### config.mk
export PLATFORM = sky130hd
export DESIGN_NAME = seg7_scan_decoder_flat
export DESIGN_NICKNAME = d
export VERILOG_FILES = /design/src/rtl/seg7_pkg.sv /design/src/rtl/seg7_scan_decoder_if.sv /design/src/rtl/seg7_to_hex.sv /design/src/rtl/seg7_scan_decoder.sv /design/src/flat_wrapper.sv
export SDC_FILE = /design/constraint.sdc
export NUM_CORES = 1
export LEC_CHECK = 0
export ABC_CLOCK_PERIOD_IN_PS = 2800
export BUFFER_PORTS_ARGS = -buffer_cell sky130_fd_sc_hd__clkbuf_2
export CAP_MARGIN = 10
export CORE_MARGIN = 2
export CORE_UTILIZATION = 30
export CTS_CLUSTER_SIZE = 10
export DETAILED_ROUTE_END_ITERATION = 6
export GPL_TIMING_DRIVEN = 1
export PLACE_DENSITY_LB_ADDON = 0.05
export SLEW_MARGIN = 5
export SYNTH_ARGS = -nofsm -noshare
export SYNTH_HDL_FRONTEND = slang
export SYNTH_HIERARCHICAL = 1
export SYNTH_SLANG_ARGS = --single-unit
### constraint.sdc
create_clock -name clk -period 2.8 [get_ports clk]
set_input_delay 0 -clock clk [delete_from_list [all_inputs] [get_ports clk]]
set_output_delay 0 -clock clk [all_outputs]
set_load 0.01 [all_outputs]
### src/rtl/seg7_pkg.sv
// Shared 7-segment definitions.
// SEG7_PATTERN[n] is the raw active-low segment pattern (bit0=a .. bit6=g) that
// shows hex digit n. The hex->segment encoder and the segment->hex decoder both
// read this table, so the two directions cannot disagree.
package seg7_pkg;

  localparam logic [6:0] SEG7_BLANK = 7'h7F;

  localparam logic [6:0] SEG7_PATTERN [16] = '{
    7'h40, 7'h79, 7'h24, 7'h30, 7'h19, 7'h12, 7'h02, 7'h78,
    7'h00, 7'h10, 7'h08, 7'h03, 7'h46, 7'h21, 7'h06, 7'h0E
  };

endpackage

### src/rtl/seg7_scan_decoder_if.sv
// Output side of seg7_scan_decoder: valid/ready frame result plus overrun status.
//   out_valid   frame in value/digit_err is complete
//   out_ready   consumer accepts the frame this cycle
//   value       4 bits per digit, digit i at [4i+3:4i]
//   digit_err   bit i = digit i showed a non-hex pattern
//   overrun     sticky frame-dropped flag
//   clr_overrun clears overrun
// master = decoder side, slave = consumer side.
interface seg7_scan_decoder_if #(
  parameter int unsigned NUM_DIGITS = 4
);
  logic                      out_valid;
  logic                      out_ready;
  logic [4*NUM_DIGITS-1:0]   value;
  logic [NUM_DIGITS-1:0]     digit_err;
  logic                      overrun;
  logic                      clr_overrun;

  modport master (
    output out_valid, value, digit_err, overrun,
    input  out_ready, clr_overrun
  );

  modport slave (
    input  out_valid, value, digit_err, overrun,
    output out_ready, clr_overrun
  );
endinterface

### src/rtl/seg7_to_hex.sv
// Combinational segment->hex decoder.
//   seg    raw active-low segment pattern, bit0=a .. bit6=g
//   nibble decoded hex value (0 when err)
//   err    pattern is not one of the 16 hex glyphs (blank included)
module seg7_to_hex
  import seg7_pkg::*;
(
  input  logic [6:0] seg,
  output logic [3:0] nibble,
  output logic       err
);

  always_comb begin
    nibble = 4'h0;
    err    = 1'b1;
    for (int i = 0; i < 16; i++) begin
      if (seg == SEG7_PATTERN[i]) begin
        nibble = 4'(i);
        err    = 1'b0;
      end
    end
  end

endmodule

### src/rtl/seg7_scan_decoder.sv
// Captures a multiplexed 7-segment display from its pins and rebuilds the shown
// hex word, one word per scan frame.
//   clk, rst  single clock, synchronous active-high reset
//   seg_in    segment lines (active-low), bit0=a .. bit6=g
//   an_in     digit enables, polarity set by ACTIVE_LOW_AN
//   bus       result interface (master side), see seg7_scan_decoder_if
module seg7_scan_decoder
  import seg7_pkg::*;
#(
  parameter int unsigned NUM_DIGITS    = 4,
  parameter int unsigned STABLE_CYCLES = 8,
  parameter bit          ACTIVE_LOW_AN = 1'b1
) (
  input  logic                  clk,
  input  logic                  rst,
  input  logic [6:0]            seg_in,
  input  logic [NUM_DIGITS-1:0] an_in,
  seg7_scan_decoder_if.master   bus
);

  localparam int unsigned CntW = $clog2(STABLE_CYCLES);
  localparam logic [NUM_DIGITS-1:0] AnIdle = {NUM_DIGITS{ACTIVE_LOW_AN}};
  localparam logic [CntW-1:0] CntHit = CntW'(STABLE_CYCLES - 1);

  // Two-flop synchronisers plus a one-cycle history for the dwell compare.
  logic [6:0]            seg_s1_q, seg_s2_q, seg_prev_q;
  logic [NUM_DIGITS-1:0] an_s1_q, an_s2_q, an_prev_q;

  always_ff @(posedge clk) begin
    if (rst) begin
      seg_s1_q   <= SEG7_BLANK;
      seg_s2_q   <= SEG7_BLANK;
      seg_prev_q <= SEG7_BLANK;
      an_s1_q    <= AnIdle;
      an_s2_q    <= AnIdle;
      an_prev_q  <= AnIdle;
    end else begin
      seg_s1_q   <= seg_in;
      seg_s2_q   <= seg_s1_q;
      seg_prev_q <= seg_s2_q;
      an_s1_q    <= an_in;
      an_s2_q    <= an_s1_q;
      an_prev_q  <= an_s2_q;
    end
  end

  logic [NUM_DIGITS-1:0] an_act;
  logic                  digit_ok, stable, capture;
  logic [CntW-1:0]       cnt_q, cnt_d;
  logic                  taken_q, taken_d;
  logic [3:0]            dec_nib;
  logic                  dec_err;

  assign an_act   = ACTIVE_LOW_AN ? ~an_s2_q : an_s2_q;
  // Exactly one enable active; several or none means "no digit".
  assign digit_ok = (an_act != '0) && ((an_act & (an_act - NUM_DIGITS'(1))) == '0);
  assign stable   = (seg_s2_q == seg_prev_q) && (an_s2_q == an_prev_q);
  // stable also guards against sampling a pattern that changed on the capture cycle.
  assign capture  = stable && (cnt_q == CntHit) && !taken_q && digit_ok;

  seg7_to_hex u_dec (
    .seg    (seg_s2_q),
    .nibble (dec_nib),
    .err    (dec_err)
  );

  always_comb begin
    cnt_d   = cnt_q;
    taken_d = taken_q;
    if (!stable) begin
      cnt_d   = '0;
      taken_d = 1'b0;
    end else begin
      if (cnt_q != '1) cnt_d = cnt_q + CntW'(1);
      if (capture) taken_d = 1'b1;
    end
  end

  // Frame staging. The mask is the one-hot set of digits captured so far; seeing
  // an already captured digit again means a new scan started, so restart from it.
  logic [3:0]            nib_q [NUM_DIGITS];
  logic [NUM_DIGITS-1:0] err_q;
  logic [NUM_DIGITS-1:0] mask_q, mask_d, mask_base;
  logic                  complete_q, complete_d;

  always_comb begin
    mask_base = complete_q ? '0 : mask_q;
    mask_d    = mask_base;
    if (capture) begin
      mask_d = ((mask_base & an_act) != '0) ? an_act : (mask_base | an_act);
    end
    complete_d = capture && (mask_d == '1);
  end

  // Output register and sticky overrun.
  logic                    out_valid_q, out_valid_d;
  logic [4*NUM_DIGITS-1:0] value_q, value_d;
  logic [NUM_DIGITS-1:0]   derr_q, derr_d;
  logic                    overrun_q, overrun_d;
  logic                    drop;

  always_comb begin
    out_valid_d = out_valid_q;
    value_d     = value_q;
    derr_d      = derr_q;
    drop        = 1'b0;
    if (complete_q) begin
      if (!out_valid_q || bus.out_ready) begin
        out_valid_d = 1'b1;
        derr_d      = err_q;
        for (int i = 0; i < int'(NUM_DIGITS); i++) value_d[4*i +: 4] = nib_q[i];
      end else begin
        drop = 1'b1;
      end
    end else if (out_valid_q && bus.out_ready) begin
      out_valid_d = 1'b0;
    end
    overrun_d = drop ? 1'b1 : (bus.clr_overrun ? 1'b0 : overrun_q);
  end

  always_ff @(posedge clk) begin
    if (rst) begin
      cnt_q       <= '0;
      taken_q     <= 1'b0;
      mask_q      <= '0;
      complete_q  <= 1'b0;
      err_q       <= '0;
      out_valid_q <= 1'b0;
      value_q     <= '0;
      derr_q      <= '0;
      overrun_q   <= 1'b0;
      for (int i = 0; i < int'(NUM_DIGITS); i++) nib_q[i] <= 4'h0;
    end else begin
      cnt_q       <= cnt_d;
      taken_q     <= taken_d;
      mask_q      <= mask_d;
      complete_q  <= complete_d;
      out_valid_q <= out_valid_d;
      value_q     <= value_d;
      derr_q      <= derr_d;
      overrun_q   <= overrun_d;
      if (capture) begin
        for (int i = 0; i < int'(NUM_DIGITS); i++) begin
          if (an_act[i]) begin
            nib_q[i] <= dec_nib;
            err_q[i] <= dec_err;
          end
        end
      end
    end
  end

  assign bus.out_valid = out_valid_q;
  assign bus.value     = value_q;
  assign bus.digit_err = derr_q;
  assign bus.overrun   = overrun_q;

endmodule

### src/flat_wrapper.sv
// flat-port wrapper written by rule: the top's interface ports become plain ports
module seg7_scan_decoder_flat import seg7_pkg::*;
#(
  parameter int unsigned NUM_DIGITS    = 4,
  parameter int unsigned STABLE_CYCLES = 8,
  parameter bit          ACTIVE_LOW_AN = 1'b1
)
  (clk, rst, seg_in, an_in, bus_out_valid, bus_value, bus_digit_err, bus_overrun, bus_out_ready, bus_clr_overrun);
  seg7_scan_decoder_if #(.NUM_DIGITS(NUM_DIGITS)) bus_i ();
  input  logic clk;
  input  logic rst;
  input  logic [6:0] seg_in;
  input  logic [NUM_DIGITS-1:0] an_in;
  output wire logic [$bits(bus_i.out_valid)-1:0] bus_out_valid;
  output wire logic [$bits(bus_i.value)-1:0] bus_value;
  output wire logic [$bits(bus_i.digit_err)-1:0] bus_digit_err;
  output wire logic [$bits(bus_i.overrun)-1:0] bus_overrun;
  input wire logic [$bits(bus_i.out_ready)-1:0] bus_out_ready;
  input wire logic [$bits(bus_i.clr_overrun)-1:0] bus_clr_overrun;
  assign bus_out_valid = bus_i.out_valid;
  assign bus_value = bus_i.value;
  assign bus_digit_err = bus_i.digit_err;
  assign bus_overrun = bus_i.overrun;
  assign bus_i.out_ready = bus_out_ready;
  assign bus_i.clr_overrun = bus_clr_overrun;
  seg7_scan_decoder #(.NUM_DIGITS(NUM_DIGITS), .STABLE_CYCLES(STABLE_CYCLES), .ACTIVE_LOW_AN(ACTIVE_LOW_AN)) u_core (.clk(clk), .rst(rst), .seg_in(seg_in), .an_in(an_in), .bus(bus_i));
endmodule
; ---- Yosys cells after proc, flatten, opt, wreduce, memory -nomap -nowiden
; Memory sizes are Yosys's and may differ from the RTL's. A register that Yosys moved wholly into a read port is not among the register bits.
; Cells that the tools add are included.
[word_totals]
regBits = 52
ramBits = 16
input_bits = 15
output_inout_bits = 22
wordCells = 136
memories = 1
[mem_list]
columns = name, depth, width, rd, rd_ports_with_merged_regs, wr, line
row1 = u_core.nib_q, 4, 4, 4, 4, 4, seg7_scan_decoder.sv:81  ; logic [3:0] nib_q [NUM_DIGITS];
[classes]
n_addsub = 2
eq_ne = 21
muxes = 63
bitwise_logic = 9
n_reduce_logical = 23
[op_table]
columns = operator, count
row1 = 4-bit two-way mux, 21
row2 = 1-bit two-way mux, 42
row3 = 7-bit equality test (second input constant), 4
row4 = 7-bit by 5-bit equality test with 1-bit output (second input constant), 3
row5 = 7-bit by 6-bit equality test with 1-bit output (second input constant), 3
row6 = 7-bit by 2-bit equality test with 1-bit output (second input constant), 2
row7 = 7-bit by 4-bit equality test with 1-bit output (second input constant), 2
row8 = 2-bit AND reduction, 6
row9 = 4-bit bitwise AND, 2
row10 = 4-bit nonzero test, 2
row11 = 7-bit by 3-bit equality test with 1-bit output (second input constant), 1
row12 = 7-bit equality test, 1
row13 = 1-bit logical AND, 7
row14 = 7-bit zero test, 1
row15 = 4-bit equality test, 1
row16 = 4-bit equality test (second input constant), 1
row17 = 4-bit zero test, 1
row18 = 4-bit inverter, 1
row19 = 1-bit bitwise OR, 4
row20 = 4-bit bitwise OR, 1
row21 = 2-bit nonzero test, 2
row22 = 4-bit by 1-bit subtractor with 4-bit output (second input constant), 1
row23 = 3-bit by 1-bit adder with 3-bit output (second input constant), 1
row24 = 3-bit equality test (second input constant), 1
row25 = other kinds (6), 7

; ---- Longest topological paths before layout
[logic_depth]
word_depth = 17
mapped_depth = 9
mapped_depth_nobuf = 7

; ---- Hierarchy
; The synthesis kept the hierarchy.
[modules_own_cells]
columns = mod, n_inst, cells_each, area_each_um2, seq_area_each_um2
row1 = seg7_scan_decoder, 1, 299, 3025.4, 1841.8
row2 = seg7_to_hex, 1, 57, 374.1, 0.0

; ---- Least setup slack after synthesis
; OpenSTA, ideal clock, no wires.
[synth_timing]
path_type = flip-flop to flip-flop
start = register u_core.cnt_q[0]
end = memory u_core.nib_q[2][0], enable pin
setup_time_ns = 0.343
arrival_ns = 1.799
required_ns = 2.457
setup_slack_ns = 0.658
path_stages_with_launch = 9
path_buffers = 2
period_less_slack_ns = 2.142
path_cell_list = dfxtp_1 -> ha_1 -> ha_1 -> nor2b_1 -> nand2_1 -> or2_1 -> clkbuf_2 -> buf_2 -> o21ai_1
[synth_lines]
columns = item, line
row1 = "start, declared", seg7_scan_decoder.sv:49  ; logic [CntW-1:0] cnt_q, cnt_d;
row2 = "start signal, assigned", seg7_scan_decoder.sv:134  ; cnt_q <= cnt_d;
row3 = "end, declared", seg7_scan_decoder.sv:81

==> summary.md <==
| Metric | Value |
|---|---|
| Core area | `around 11,000 sq um` |
| Fin crit period | `about 2.5 ns` |
| PortBufs | `36` |
| Number of I/O pins | `37` |
| H-Tree Depth | `3` |
| TritonCTS clock tree | `built` |
| Crit path capture type | `flip-flop` |
| GRT Residual Overflow | `0` |
| Initial antenna violation count | `0` |
| Clock transition at path regs | `~0.060 ns` |
| Fraction of layout cells with a size suffix above 1 | `24.6%` |
| # DRC | `0` |
| Crit path cell chain | `inv_1 > o311ai_2 > nand2_1 > or2_1 > o21ai_1` |
| Starting DRC count in detailed routing | `184` |
| Cell count of the worst reg-to-reg path | `5` |
| Sequential area share after synthesis | `54.2%` |
| RSZ-0062 raised after global routing | `no` |
| Post-synthesis cell count | `between 300 and 400` |
| Largest net degree at the start of global routing | `66` |
| Slew @ Worst Pin | `0.765 ns` |
| WS Path Type | `reg -> reg` |
| Post-synthesis area per instance | `between 9 and 10 sq um` |
| Synth top area share | `between 40% and 50%` |
| Vias in the first global route | `2,391` |
| Cts hold-fix bufs | `13` |
| CP top delay family | `compound AO/OA/AOI/OAI gates` |
| Die area | `12,200 sq um` |
| Num CTS Buffers | `9` |
| Gpl congestion | `between 0.8 and 0.9` |
| Final hold viol count | `0` |
| Crit-path slowest cell | `dfxtp_1` |
| Final Setup Violations | `0` |
| Setup bufs post-CTS | `0` |
| Data required time of the worst path | `roughly 2.8 ns` |
| P_leak | `between 1.5 and 2 nW` |
| Flops & latches, synth | `84` |
| Async SR Flop Fraction | `0%` |
| DR WL/cell | `about 13 microns` |
| Slowest cell delay on critical path | `between 0.5 and 0.6 ns` |
| Most common cell after layout, fill and taps aside | `dfxtp_1` |
| Clk root buf | `clkbuf_16` |
| Vias per cell | `roughly 4.6` |
| Post-route clock skew | `0.00631 ns` |
| Startpoint Class | `flip-flop` |
| Worst-Skew Late Latency | `roughly 0.33 ns` |
| Most frequent cells in the layout | `dfxtp_1, nand2_1, clkbuf_2` |
| Fin. max-slew vios | `0` |
| Clk sink count | `84` |
| Area of the mapped netlist | `between 3000 and 4000 sq um` |
| Setup slack, reg-to-reg | `~0.34 ns` |
| Crit Path Max Fanout | `15` |
| DP Wirelength | `just under 5000 microns` |
| # diodes | `0` |
| Max-cap viol count | `0` |
| F_max | `0.407 GHz` |
| Synth Warn # | `6` |
| DP Area | `3700 sq um` |
| Status | `complete, no violations` |
| Post-route ant nets | `0` |
| NumNets Final | `between 400 and 500` |
| Initial core utilization | `between 30% and 40%` |
| Tcrit/Tclk final | `87.8%` |
| First-pass GRT wire length | `approximately 12,000 microns` |
| Pwr Density | `638 nW/um^2` |
| FF-to-FF End | `u_core/nib_q[2][1]$_SDFFCE_PN0P_` |
| Tot GR Track Use | `about 12%` |
| Die H | `about 110 microns` |
| Largest area contributor in the synthesized netlist | `dfxtp_1` |
| Die Span X | `~110 microns` |
| P&R area growth vs syn | `22.7%` |
| Synth cell types | `53` |
| Worst setup path end | `u_core/nib_q[2][1]$_SDFFCE_PN0P_` |
| CP Launch Point | `u_core/an_s2_q[3]$_SDFF_PP1_` |
| Iteration count of the initial detailed-routing pass | `4` |
| Max-slew headroom | `49.0%` |
| Routed vias | `about 2.5k` |
| Post-cts gate resize count | `0` |
| Worst VDD drop | `0.000366 V` |
| Syn nets | `~370` |
| CP arrival | `2.44 ns` |
| Clk buf depth | `2` |
| Final instance area | `approximately 4200 sq um` |
| Setup TNS Final | `0 ns` |
| Dominant synthesized flop cell | `dfxtp_1` |
| Row Count | `38` |
| CP Depth | `5` |
| Ranking of synthesized cells by area | `dfxtp_1, edfxtp_1, nand2_1, or2_2, a21oi_1` |
| Worst r2r src | `u_core/an_s2_q[3]$_SDFF_PP1_` |
| CP bufs+invs | `1` |
| Post-Route WL | `between 7000 and 8000 microns` |
| Number of synthesized flops with an enable pin | `16` |
| Min-delay worst type | `in -> reg` |
area by class of cell:
class | count | area, sq um
well taps | 140 | 175
fillers | 1136 | 6770
repair buffers | 59 | 385
clock buffers | 13 | 314
multi-input cells | 232 | 1380
flip-flops and latches | 84 | 1840
inverters | 15 | 56.3
clock inverters | 3 | 21.3
cells by family (layout without fill, tap and decap cells):
family | count (synthesis) | after routing | synth area share [%]
muxes | 2 | 2 | 0.589
buffers and inverters | 40 | 90 | 5.34
and+or+nand+nor | 160 | 160 | 25.0
DFF | 84 | 84 | 54.2
adders and majority gates | 2 | 2 | 0.736
xor gates and xnor gates | 14 | 14 | 3.83
AOI/OAI and AO/OA | 54 | 54 | 10.4
through the flow:
stage | hold WS, ns | instances | total power [mW] | util (%) | worst slack [ns]
4_1_cts | 0.0798 | 546 | 2.70 | 38.1 | 0.381
6_report | 0.0926 | 546 | 2.66 | 38.1 | 0.343
3_5_place_dp | 0.184 | 517 | 1.41 | 33.9 | 0.381
5_1_grt | 0.121 | 546 | 2.77 | 38.1 | 0.156
3_3_place_gp | 0.183 | 517 | 1.41 | 33.9 | 0.428
2_1_floorplan | 0.104 | 356 | 1.38 | - | 0.658
how the worst min path moves through the flow:
stage	end	start	slack (ns)	cells past startpoint
floorplan	u_core/an_s1_q[0]$_SDFF_PP1_	an_in[0]	0.10	1
global placement	u_core/seg_s1_q[1]$_SDFF_PP1_	seg_in[1]	0.18	2
detailed placement	u_core/an_s1_q[2]$_SDFF_PP1_	an_in[2]	0.18	2
CTS	u_core/an_prev_q[1]$_SDFF_PP1_	rst	0.08	3
global route	u_core/an_prev_q[3]$_SDFF_PP1_	rst	0.12	3
finish	u_core/an_prev_q[1]$_SDFF_PP1_	rst	0.09	3
power breakdown:
group	internal (mW)	leakage [nW]	switching, mW
Combinational	0.0588	0.657	0.0695
Sequential	1.26	0.720	0.0148
Clock	0.787	0.163	0.472
registers in the layout, indices dropped and copies added (netlist names):
name,cells
u_core/an_prev_q,4
u_core/an_s1_q,4
u_core/an_s2_q,4
u_core/bus.digit_err,4
u_core/bus.out_valid,1
u_core/bus.overrun,1
u_core/bus.value,16
u_core/cnt_q,3
u_core/complete_q,1
u_core/err_q,4
u_core/mask_q,4
u_core/nib_q,16
u_core/seg_prev_q,7
u_core/seg_s1_q,7
u_core/seg_s2_q,7
u_core/taken_q,1
cells in the mapped netlist (5+ instances only):
cell      count
nor2b_1       5
nand2_1      54
or3_1         5
or2_2        30
nor4_1       11
a21oi_1      24
nand4b_1      5
clkbuf_1     14
xor2_1       10
edfxtp_1     16
dfxtp_1      68
buf_2         6
o21ai_1       6
nor2_1       26
inv_1        13
layer usage:
metal / up-vias / GRT usage, % / part of all wire (%)
met2: 42 / 19.6 / 46
met5: - / 0 / 0
met1: 1155 / 15.5 / 49
met3: 12 / 4.17 / 3.5
met4: 0 / 5.25 / 1.9
li1: 1306 / - / -
worst register-to-register path, stage by stage (launching register included):
cell,delay (ns)
dfxtp_1,0.55
inv_1,0.15
o311ai_2,0.35
nand2_1,0.16
or2_1,0.42
o21ai_1,0.47
No activity file was read; power rests on OpenSTA's default activity.
